**src/rtl/ram_port1_reader.sv**
```systemverilog
// rtl/ram_port1_reader.sv - burst reader for RAM port 1 feeding a credit-checked output FIFO
// Optional abort input is built only when RAM_RD_ABORT_EN is defined.
`ifndef ADDR_WIDTH
`define ADDR_WIDTH 8
`endif
`ifndef DATA_WIDTH
`define DATA_WIDTH 16
`endif

module ram_port1_reader #(
  parameter int AW    = `ADDR_WIDTH,
  parameter int DW    = `DATA_WIDTH,
  parameter int DEPTH = 4
) (
  input  logic          clk1,
  input  logic          rst_n,
  input  logic          start,
  input  logic [AW-1:0] base_addr,
  input  logic [AW-1:0] burst_len,
`ifdef RAM_RD_ABORT_EN
  input  logic          abort,
`endif
  output logic          busy,
  output logic          done,
  output logic          csb1,
  output logic [AW-1:0] addr1,
  input  logic [DW-1:0] dout1,
  output logic          rd_valid,
  output logic [DW-1:0] rd_data,
  input  logic          rd_ready
);

  localparam int PW = $clog2(DEPTH);
  localparam logic [PW+1:0] DEPTH_W = (PW+2)'(DEPTH);

  typedef enum logic [1:0] {IDLE, READ, DRAIN} state_t;

  state_t          state, state_nxt;
  logic [AW-1:0]   next_addr, addr_hold, remaining;
  logic            inflight, issue, push, pop, kill;
  logic [PW:0]     count;
  logic [PW+1:0]   occupancy;
  logic [PW-1:0]   wr_ptr, rd_ptr;
  logic [DW-1:0]   fifo_mem [DEPTH];

`ifdef RAM_RD_ABORT_EN
  assign kill = abort && busy;
`else
  assign kill = 1'b0;
`endif

  // Credit covers both buffered words and the read whose data returns next edge.
  assign occupancy = (PW+2)'(count) + (PW+2)'(inflight);

  always_comb begin
    state_nxt = state;
    issue     = 1'b0;
    done      = 1'b0;
    case (state)
      IDLE:  if (start && burst_len != '0) state_nxt = READ;
      READ: begin
        issue = (remaining != '0) && (occupancy < DEPTH_W);
        if (issue && remaining == AW'(1)) state_nxt = DRAIN;
      end
      DRAIN: if (!inflight && count == '0) begin
        done      = 1'b1;
        state_nxt = IDLE;
      end
      default: state_nxt = IDLE;
    endcase
    if (kill) begin
      state_nxt = IDLE;
      issue     = 1'b0;
      done      = 1'b0;
    end
  end

  assign busy     = (state != IDLE);
  assign csb1     = ~issue;
  assign addr1    = issue ? next_addr : addr_hold;
  assign push     = inflight && !kill;
  assign rd_valid = (count != '0);
  assign pop      = rd_valid && rd_ready && !kill;
  assign rd_data  = fifo_mem[rd_ptr];

  always_ff @(posedge clk1 or negedge rst_n) begin
    if (!rst_n) begin
      state     <= IDLE;
      next_addr <= '0;
      addr_hold <= '0;
      remaining <= '0;
      inflight  <= 1'b0;
      count     <= '0;
      wr_ptr    <= '0;
      rd_ptr    <= '0;
    end else begin
      state    <= state_nxt;
      inflight <= issue;
      if (state == IDLE && start && burst_len != '0) begin
        next_addr <= base_addr;
        remaining <= burst_len;
      end
      if (issue) begin
        addr_hold <= next_addr;
        next_addr <= next_addr + AW'(1);
        remaining <= remaining - AW'(1);
      end
      if (kill) begin
        count  <= '0;
        wr_ptr <= '0;
        rd_ptr <= '0;
      end else begin
        if (push) wr_ptr <= wr_ptr + PW'(1);
        if (pop)  rd_ptr <= rd_ptr + PW'(1);
        count <= count + (PW+1)'(push) - (PW+1)'(pop);
      end
    end
  end

  always_ff @(posedge clk1) begin
    if (push) fifo_mem[wr_ptr] <= dout1;
  end

endmodule
```
**config.mk**
```make
export PLATFORM = sky130hd
export DESIGN_NAME = ram_port1_reader
export DESIGN_NICKNAME = d
export VERILOG_FILES = /design/src/rtl/ram_port1_reader.sv
export SDC_FILE = /design/constraint.sdc
export NUM_CORES = 1
export LEC_CHECK = 0
export ABC_CLOCK_PERIOD_IN_PS = 2530
export CAP_MARGIN = 10
export CORE_UTILIZATION = 45
export DETAILED_ROUTE_END_ITERATION = 16
export HOLD_SLACK_MARGIN = 0.12
export PLACE_DENSITY = 0.74
export SLEW_MARGIN = 20
export SYNTH_ARGS = -nofsm -noshare
export SYNTH_HDL_FRONTEND = slang
export SYNTH_SLANG_ARGS = --single-unit
```
**constraint.sdc**
```tcl
create_clock -name clk1 -period 2.53 [get_ports clk1]
set_input_delay 0.3795 -clock clk1 [delete_from_list [all_inputs] [get_ports clk1]]
set_output_delay 0.3795 -clock clk1 [all_outputs]
set_load 0.01 [all_outputs]
```
==> impl_results.md, run 1 <==
* Remaining DRCs at 0
* CP max stage delay at 0.41 ns
* Syn avg cell area at 15.0 sq um
* CTS Root Cell: clkbuf_8
* Initial Util at 47.3%
* Max Fanout on Critical Path at 13
* Fin worst setup slack at around 0.065 ns
* Largest net degree at the start of global routing at 35
* Synth area leader: edfxtp_1
* Cell Pwr Density at approximately 1100 nW/um^2
* Iteration-0 DRC Markers at 81
* Post-Synthesis Cell Area at 4210 sq um
* Area growth from synthesis to layout at 26.0%
* Clk_skew at around 0.0092 ns
* DP Worst Slack at 0.0370 ns
* Initial antenna violation count at 0
* Number of synthesized flops with an enable pin at 64
* Fin. Hold Viols at 0
* Crit-path cells: ha_2 -> o211ai_1 -> buf_4 -> a32oi_4 -> nand2b_4 -> buf_4 -> buf_6 -> clkdlybuf4s15_1
* Fin crit period at between 2 and 2.5 ns
* Vias/cell at roughly 5.5
* Mapped Nets at 327
* Seq/Total Area, Yosys at about 66%
* Total clock buffers created by CTS at 9
* Req. time, crit path at around 2.2 ns
* CP delay by family, top: buffers and inverters
* Top Ports at 64
* Cts hold-fix bufs at 0
* Worst R2R Path Depth at 9
* Routed wire length at approximately 8100 microns
* Placement-stage cell area at roughly 5000 sq um
* Die area at 9740 sq um
* Top cells by area, synth: edfxtp_1 (46%), dfrtp_1 (20%), mux4_2 (8.6%)
* Antenna cells at 0
* DP Wirelength at 5430 microns
* Utilization after layout at 59.6%
* Distinct cells, synth at between 50 and 60
* MaxCap Viol Count at 0
* Post-synth top flop: edfxtp_1
* Total clock sinks at 98
* H-tree depth at 3
* Fin. max-slew vios at 0
* Row cnt at 34
* Filler Cell Count at 690
* Port Buffers at 63
* Synth top area share at a little under half
* Tcrit/Tclk final at a little over nine tenths
* Share of layout cells above drive strength 1 at 22.0%
* TritonCTS clock tree: yes
* DR pass1 iterations at 4
* Max clock buf depth at 2
* Slowest cell on crit path: dfrtp_1
* Worst r2r src: count[1]$_DFF_PN0_
* Count of state elements after synthesis at about 100
* Skew-Pair Late Insertion Delay at 0.35 ns
* Tightest Pin Transition at 0.512 ns
* Worst Hold Class: in -> async
* Post-route ant nets at 0
* Global Route Usage Sum at 17.9%
* Die height at 98.7 microns
* Final TNS setup at 0 ns
* Max Fclk at 0.406 GHz
* Routed WL per cell at 16.7 microns
* Crit path DAT at 2.09 ns
* Vias in the first global route at 2675
* GR Overflow Total at 0
* Leak pwr at 0.00204 uW
* Yosys warnings at 0
* Worst-path clk slew at 0.10 ns
* Crit path kind: reg -> out
* Placeable Area at 8890 sq um
* Worst reg2reg path endpoint: count[2]$_DFF_PN0_
* Nets at 420
* Status: complete, no violations
* Global-route wire length before repair at 13300 microns
* Die Span X at 98.7 microns
* Final Instance Area at 5300 sq um
* FFs w/ async S/R, synth at a little over a third
* CP most frequent cell: buf_4
* # setup viols final at 0
* RSZ-0062 raised after global routing: true
* Cells after Synth at 280
* Power Total at 5820 uW
* Gpl congestion at approximately 0.81
* Total number of vias at 2670
* Critical path startpoint category: register
* VDD IR max at ~0.6 mV
* Max_slew headroom at 65.5%
* Worst path bufs/invs at 4
* Worst Setup End Kind: output port
* Reg2reg setup slack at 0.24 ns
[logic make-up after synthesis]
| group | synth area share [%] |
|---|---|
| flip-flops | 65.9 |
| AND/OR/NAND/NOR | 10.1 |
| AO/OA/AOI/OAI | 8.15 |
| buffers and inverters | 3.01 |
| multiplexers | 8.57 |
| adder cells (fa/ha/maj) | 3.45 |
| XOR/XNOR | 0.833 |
[where the power goes]
| part | switching [uW] | leakage, uW | internal, uW |
|---|---|---|---|
| registers | 290 | 0.000990 | 2120 |
| logic | 1190 | 0.000976 | 1300 |
| clock network | 558 | 0.0000771 | 368 |
| total | 2040 | 0.00204 | 3790 |
[cells in the mapped netlist (2+ instances only)]
library cell   n
nand2b_1       2
o21ai_1        2
nor4_1         3
mux4_2        16
o22ai_1        3
nor3b_1        3
inv_1         16
a221o_1        5
edfxtp_1      64
dfrtp_1       34
and2_1         7
buf_2          5
nand3_1        6
and3_1         2
o211ai_1       3
buf_6          2
nand2_1       35
or3_1          2
o311ai_0       2
clkbuf_1       2
or4_4          2
nor2_1         9
xor2_1         3
o21ai_0        8
ha_1          10
a21oi_1        3
nor3_1         5
[routing by layer]
layer	part of all wire, %	vias up	global-route usage (%)	wire, microns
met4	0.57	0	5.28	46
met3	4.7	4	3.48	384
met5	0	-	0	0
li1	-	1250	-	-
met2	52	95	31.3	4250
met1	42	1321	22.8	3450
[final cells by class]
cell class,count,area (sq um),share of cell area [%]
Multi-Input combinational cell,156,1340,25.2
Inverter,17,68.8,1.30
Timing Repair Buffer,91,807,15.2
Tap cell,108,135,2.55
Sequential cell,98,2770,52.3
Clock inverter,6,50.0,0.944
Clock buffer,10,128,2.41
[sequential cells by signal, indices dropped and copies added, names as in the netlist]
| name | cells |
|---|---|
| remaining | 8 |
| rd_ptr | 2 |
| next_addr | 8 |
| addr_hold | 8 |
| count | 3 |
| wr_ptr | 2 |
| state | 2 |
| inflight | 1 |
| fifo_mem | 64 |
[how the worst max path moves through the flow]
stage	slack [ns]	cells after the start	startpoint	endpoint
final	0.07	8	count[2]$_DFF_PN0_	csb1
after global routing	-0.02	8	count[2]$_DFF_PN0_	csb1
after CTS	-0.01	9	count[1]$_DFF_PN0_	addr1[1]
after detailed placement	0.04	6	count[2]$_DFF_PN0_	addr1[2]
after global placement	0.11	8	count[2]$_DFF_PN0_	addr1[5]
after floorplan	0.30	7	count[1]$_DFF_PN0_	addr1[2]
[through the flow]
| stage | hold WS [ns] | std cells |
|---|---|---|
| after global routing | 0.456 | 486 |
| after CTS | 0.435 | 483 |
| final | 0.432 | 486 |
| after detailed placement | 0.458 | 459 |
| after global placement | 0.455 | 459 |
| after floorplan | 0.0839 | 280 |
[cell usage in the layout (no fill, tap or decap), types with 3 or more instances in the layout]
| cell | count |
|---|---|
| a21oi_1 | 3 |
| a221o_1 | 5 |
| and2_1 | 7 |
| buf_2 | 8 |
| buf_4 | 26 |
| clkbuf_8 | 9 |
| clkdlybuf4s50_1 | 53 |
| clkinvlp_4 | 4 |
| dfrtp_1 | 33 |
| edfxtp_1 | 64 |
| ha_1 | 9 |
| inv_1 | 16 |
| mux4_2 | 16 |
| nand2_1 | 33 |
| nand3_1 | 6 |
| nor2_1 | 9 |
| nor3_1 | 5 |
| nor4_1 | 3 |
| o211ai_1 | 3 |
| o21ai_0 | 6 |
| o21ai_1 | 3 |
| o22ai_1 | 3 |
| xor2_1 | 3 |
[timing repair]
item	4_1_cts	5_1_grt
resized for setup	35	14
pin swaps	3	5
buffers inserted	7	4
cloned	1	0
endpoints found under the setup margin	22	8
Note: power is estimated with default switching activity, not from simulation.
==> run 2: changes to the inputs <==
--- a/config.mk
+++ b/config.mk
@@ -5,7 +5,7 @@
 export SDC_FILE = /design/constraint.sdc
 export NUM_CORES = 1
 export LEC_CHECK = 0
-export ABC_CLOCK_PERIOD_IN_PS = 2530
+export ABC_CLOCK_PERIOD_IN_PS = 2300
 export CAP_MARGIN = 10
 export CORE_UTILIZATION = 45
 export DETAILED_ROUTE_END_ITERATION = 16
==> constraint.sdc (replaced) <==
create_clock -name clk1 -period 2.3 [get_ports clk1]
set_input_delay 0.345 -clock clk1 [delete_from_list [all_inputs] [get_ports clk1]]
set_output_delay 0.345 -clock clk1 [all_outputs]
set_load 0.01 [all_outputs]
==> impl_results.md, run 2 (synthesis results as in run 1) <==
* DP Wirelength at 5750 microns (+5.8%)
* Fin. Hold Viols at 0 (unchanged)
* Die Span X at 98.7 microns (unchanged)
* Worst reg2reg path endpoint: count[1]$_DFF_PN0_
* GR Overflow Total at 0 (unchanged)
* Antenna cells at 0 (unchanged)
* DR pass1 iterations at 4 (unchanged)
* H-tree depth at 3 (unchanged)
* MaxCap Viol Count at 0 (unchanged)
* Largest net degree at the start of global routing at 35 (unchanged)
* Max Fanout on Critical Path at 3 (-10)
* Failing checks: negative setup slack
* Filler Cell Count at 652 (-5.5%)
* Total clock sinks at 98 (unchanged)
* Largest reg by FF count: fifo_mem
* Total clock buffers created by CTS at 9 (unchanged)
* TritonCTS clock tree: yes
* Fin worst setup slack at -0.127 ns (-0.193 ns)
* Cts hold-fix bufs at 0 (unchanged)
* Crit-path cells: ha_2 -> o211ai_1 -> a32oi_4 -> nand2b_4 -> buf_6 -> buf_6 -> buf_6 -> nand2_2 -> nand2_2 -> buf_6
* Commonest non-fill, non-tap cell in the layout: edfxtp_1
* CTS Root Cell: clkbuf_8
* Slowest cell on crit path: dfrtp_1
* Top Ports at 64 (unchanged)
* Fin crit period at 2.43 ns
* Fin cells at 518 (+6.6%)
* CP most frequent cell: buf_6
* Req. time, crit path at 1.96 ns (-0.19 ns)
* Crit path kind: reg -> out
* Clk_skew at 0.0138 ns (+0.00463 ns)
* Skew-Pair Late Insertion Delay at 0.37 ns (+0.02 ns)
* Tightest Pin Transition at 0.598 ns (+0.0855 ns)
* Most frequent cells in the layout: edfxtp_1 (64), buf_4 (51), clkdlybuf4s50_1 (37)
* Max Fclk at around 0.4 GHz
* # setup viols final at 9 (+9)
* Max clock buf depth at 2 (unchanged)
* Worst path bufs/invs at 4 (unchanged)
* Worst Setup End Kind: output port
* Cell Pwr Density at 1250 nW/um^2 (+14%)
* Hold_ws at 0.390 ns (-0.0419 ns)
* Max_slew headroom at 59.8% (-5.8 points)
* Placeable Area at 8890 sq um (unchanged)
* Initial antenna violation count at 0 (unchanged)
* Row cnt at 34 (unchanged)
* Crit path DAT at 2.08 ns (about the same)
* Vias/cell at 5.58 (+1.6%)
* Total number of vias at 2891 (+8.3%)
* Gpl congestion at 0.837 (+3.1%)
* Reg2reg setup slack at 0.05 ns (-0.19 ns)
* RSZ-0062 raised after global routing: true
* Port Buffers at 63 (unchanged)
* Utilization after layout at 64.0% (+4.4 points)
* Critical Path Stages at 10 (+2)
* Routed WL per cell at 17.2 microns (+2.6%)
* Share of layout cells above drive strength 1 at 31.5% (+9.5 points)
* Die area at 9740 sq um (unchanged)
* Leak pwr at 0.00229 uW (+12%)
* Worst r2r src: count[1]$_DFF_PN0_
* Critical path startpoint category: register
* Iteration-0 DRC Markers at 106 (+31%)
* Worst-path clk slew at 0.11 ns (about the same)
* Routed wire length at 8900 microns (+9.3%)
* Vias in the first global route at 3052 (+14%)
* Global Route Usage Sum at 19.8% (+1.9 points)
* Area growth from synthesis to layout at 35.3%
* Worst Hold Class: in -> async
* Global-route wire length before repair at 14700 microns (+10%)
* Max reg flops at 64 (unchanged)
* Placed cell count at 475 (+3.5%)
* Fin. max-slew vios at 0 (unchanged)
* Tcrit/Tclk final at 106%
* Die height at 98.7 microns (unchanged)
* Post-route ant nets at 0 (unchanged)
* Status: complete, but fails checks
* CP delay by family, top: buffers and inverters
* Remaining DRCs at 0 (unchanged)
* Nets at 452 (+7.6%)
* CP max stage delay at 0.40 ns (about the same)
* Initial Util at 47.3% (unchanged)
* Final TNS setup at -0.691 ns (-0.691 ns)
* Worst R2R Path Depth at 9 (unchanged)
* VDD IR max at 0.691 mV (+15%)
-- run 2: changes by cell type in the layout (fill, tap and decap cells not counted), sizes merged --
| cell | delta |
|---|---|
| clkinv | +3 |
| buf | +32 |
| bufbuf | +1 |
| bufinv | +1 |
| inv | +1 |
| clkbuf | -1 |
| dlygate4sd2 | +15 |
| clkdlybuf4s50 | -16 |
| clkinvlp | -4 |
-- run 2: report_power, final --
part	total, uW	internal, uW	switching (uW)
logic	3330	1800	1530
clock network	1190	535	653
registers	2590	2330	261
-- run 2: metrics by stage --
stage               power, uW  cell area (sq um)  setup WS [ns]
floorplan                4200               4210          0.101
global placement         5430               5180        -0.0768
detailed placement       5510               5180         -0.142
CTS                      6970               5610         -0.129
global route             7560               5690         -0.242
finish                   7100               5690         -0.127
-- run 2: layout make-up --
type,instances,area (sq um),area share [%]
Sequential cell,98,2770,48.7
Clock inverter,7,95.1,1.67
Timing Repair Buffer,123,1120,19.7
Multi-Input combinational cell,156,1380,24.2
Clock buffer,9,124,2.18
Tap cell,108,135,2.37
Inverter,17,66.3,1.17
-- run 2: worst max-delay path by stage --
| stage | start | endpoint | slack, ns |
|---|---|---|---|
| final | count[2]$_DFF_PN0_ | addr1[1] | -0.13 |
| after global routing | count[2]$_DFF_PN0_ | addr1[0] | -0.24 |
| after CTS | count[1]$_DFF_PN0_ | addr1[0] | -0.13 |
| after global placement | count[1]$_DFF_PN0_ | addr1[5] | -0.08 |
| after detailed placement | count[1]$_DFF_PN0_ | addr1[4] | -0.14 |
| after floorplan | count[1]$_DFF_PN0_ | count[2]$_DFF_PN0_ | 0.10 |
-- run 2: what timing repair did --
| action | in CTS | in global routing |
|---|---|---|
| buffers inserted | 21 | 5 |
| gates cloned | 2 | 0 |
| pin swaps | 9 | 11 |
| endpoints found under the setup margin | 26 | 15 |
| gates resized for setup | 74 | 16 |
-- run 2: metal layers --
layer | track usage (%) | part of all wire (%)
met1 | 23.1 | 41
met2 | 36.0 | 53
met3 | 5.04 | 5.1
met4 | 6.08 | 1.1
met5 | 0 | 0
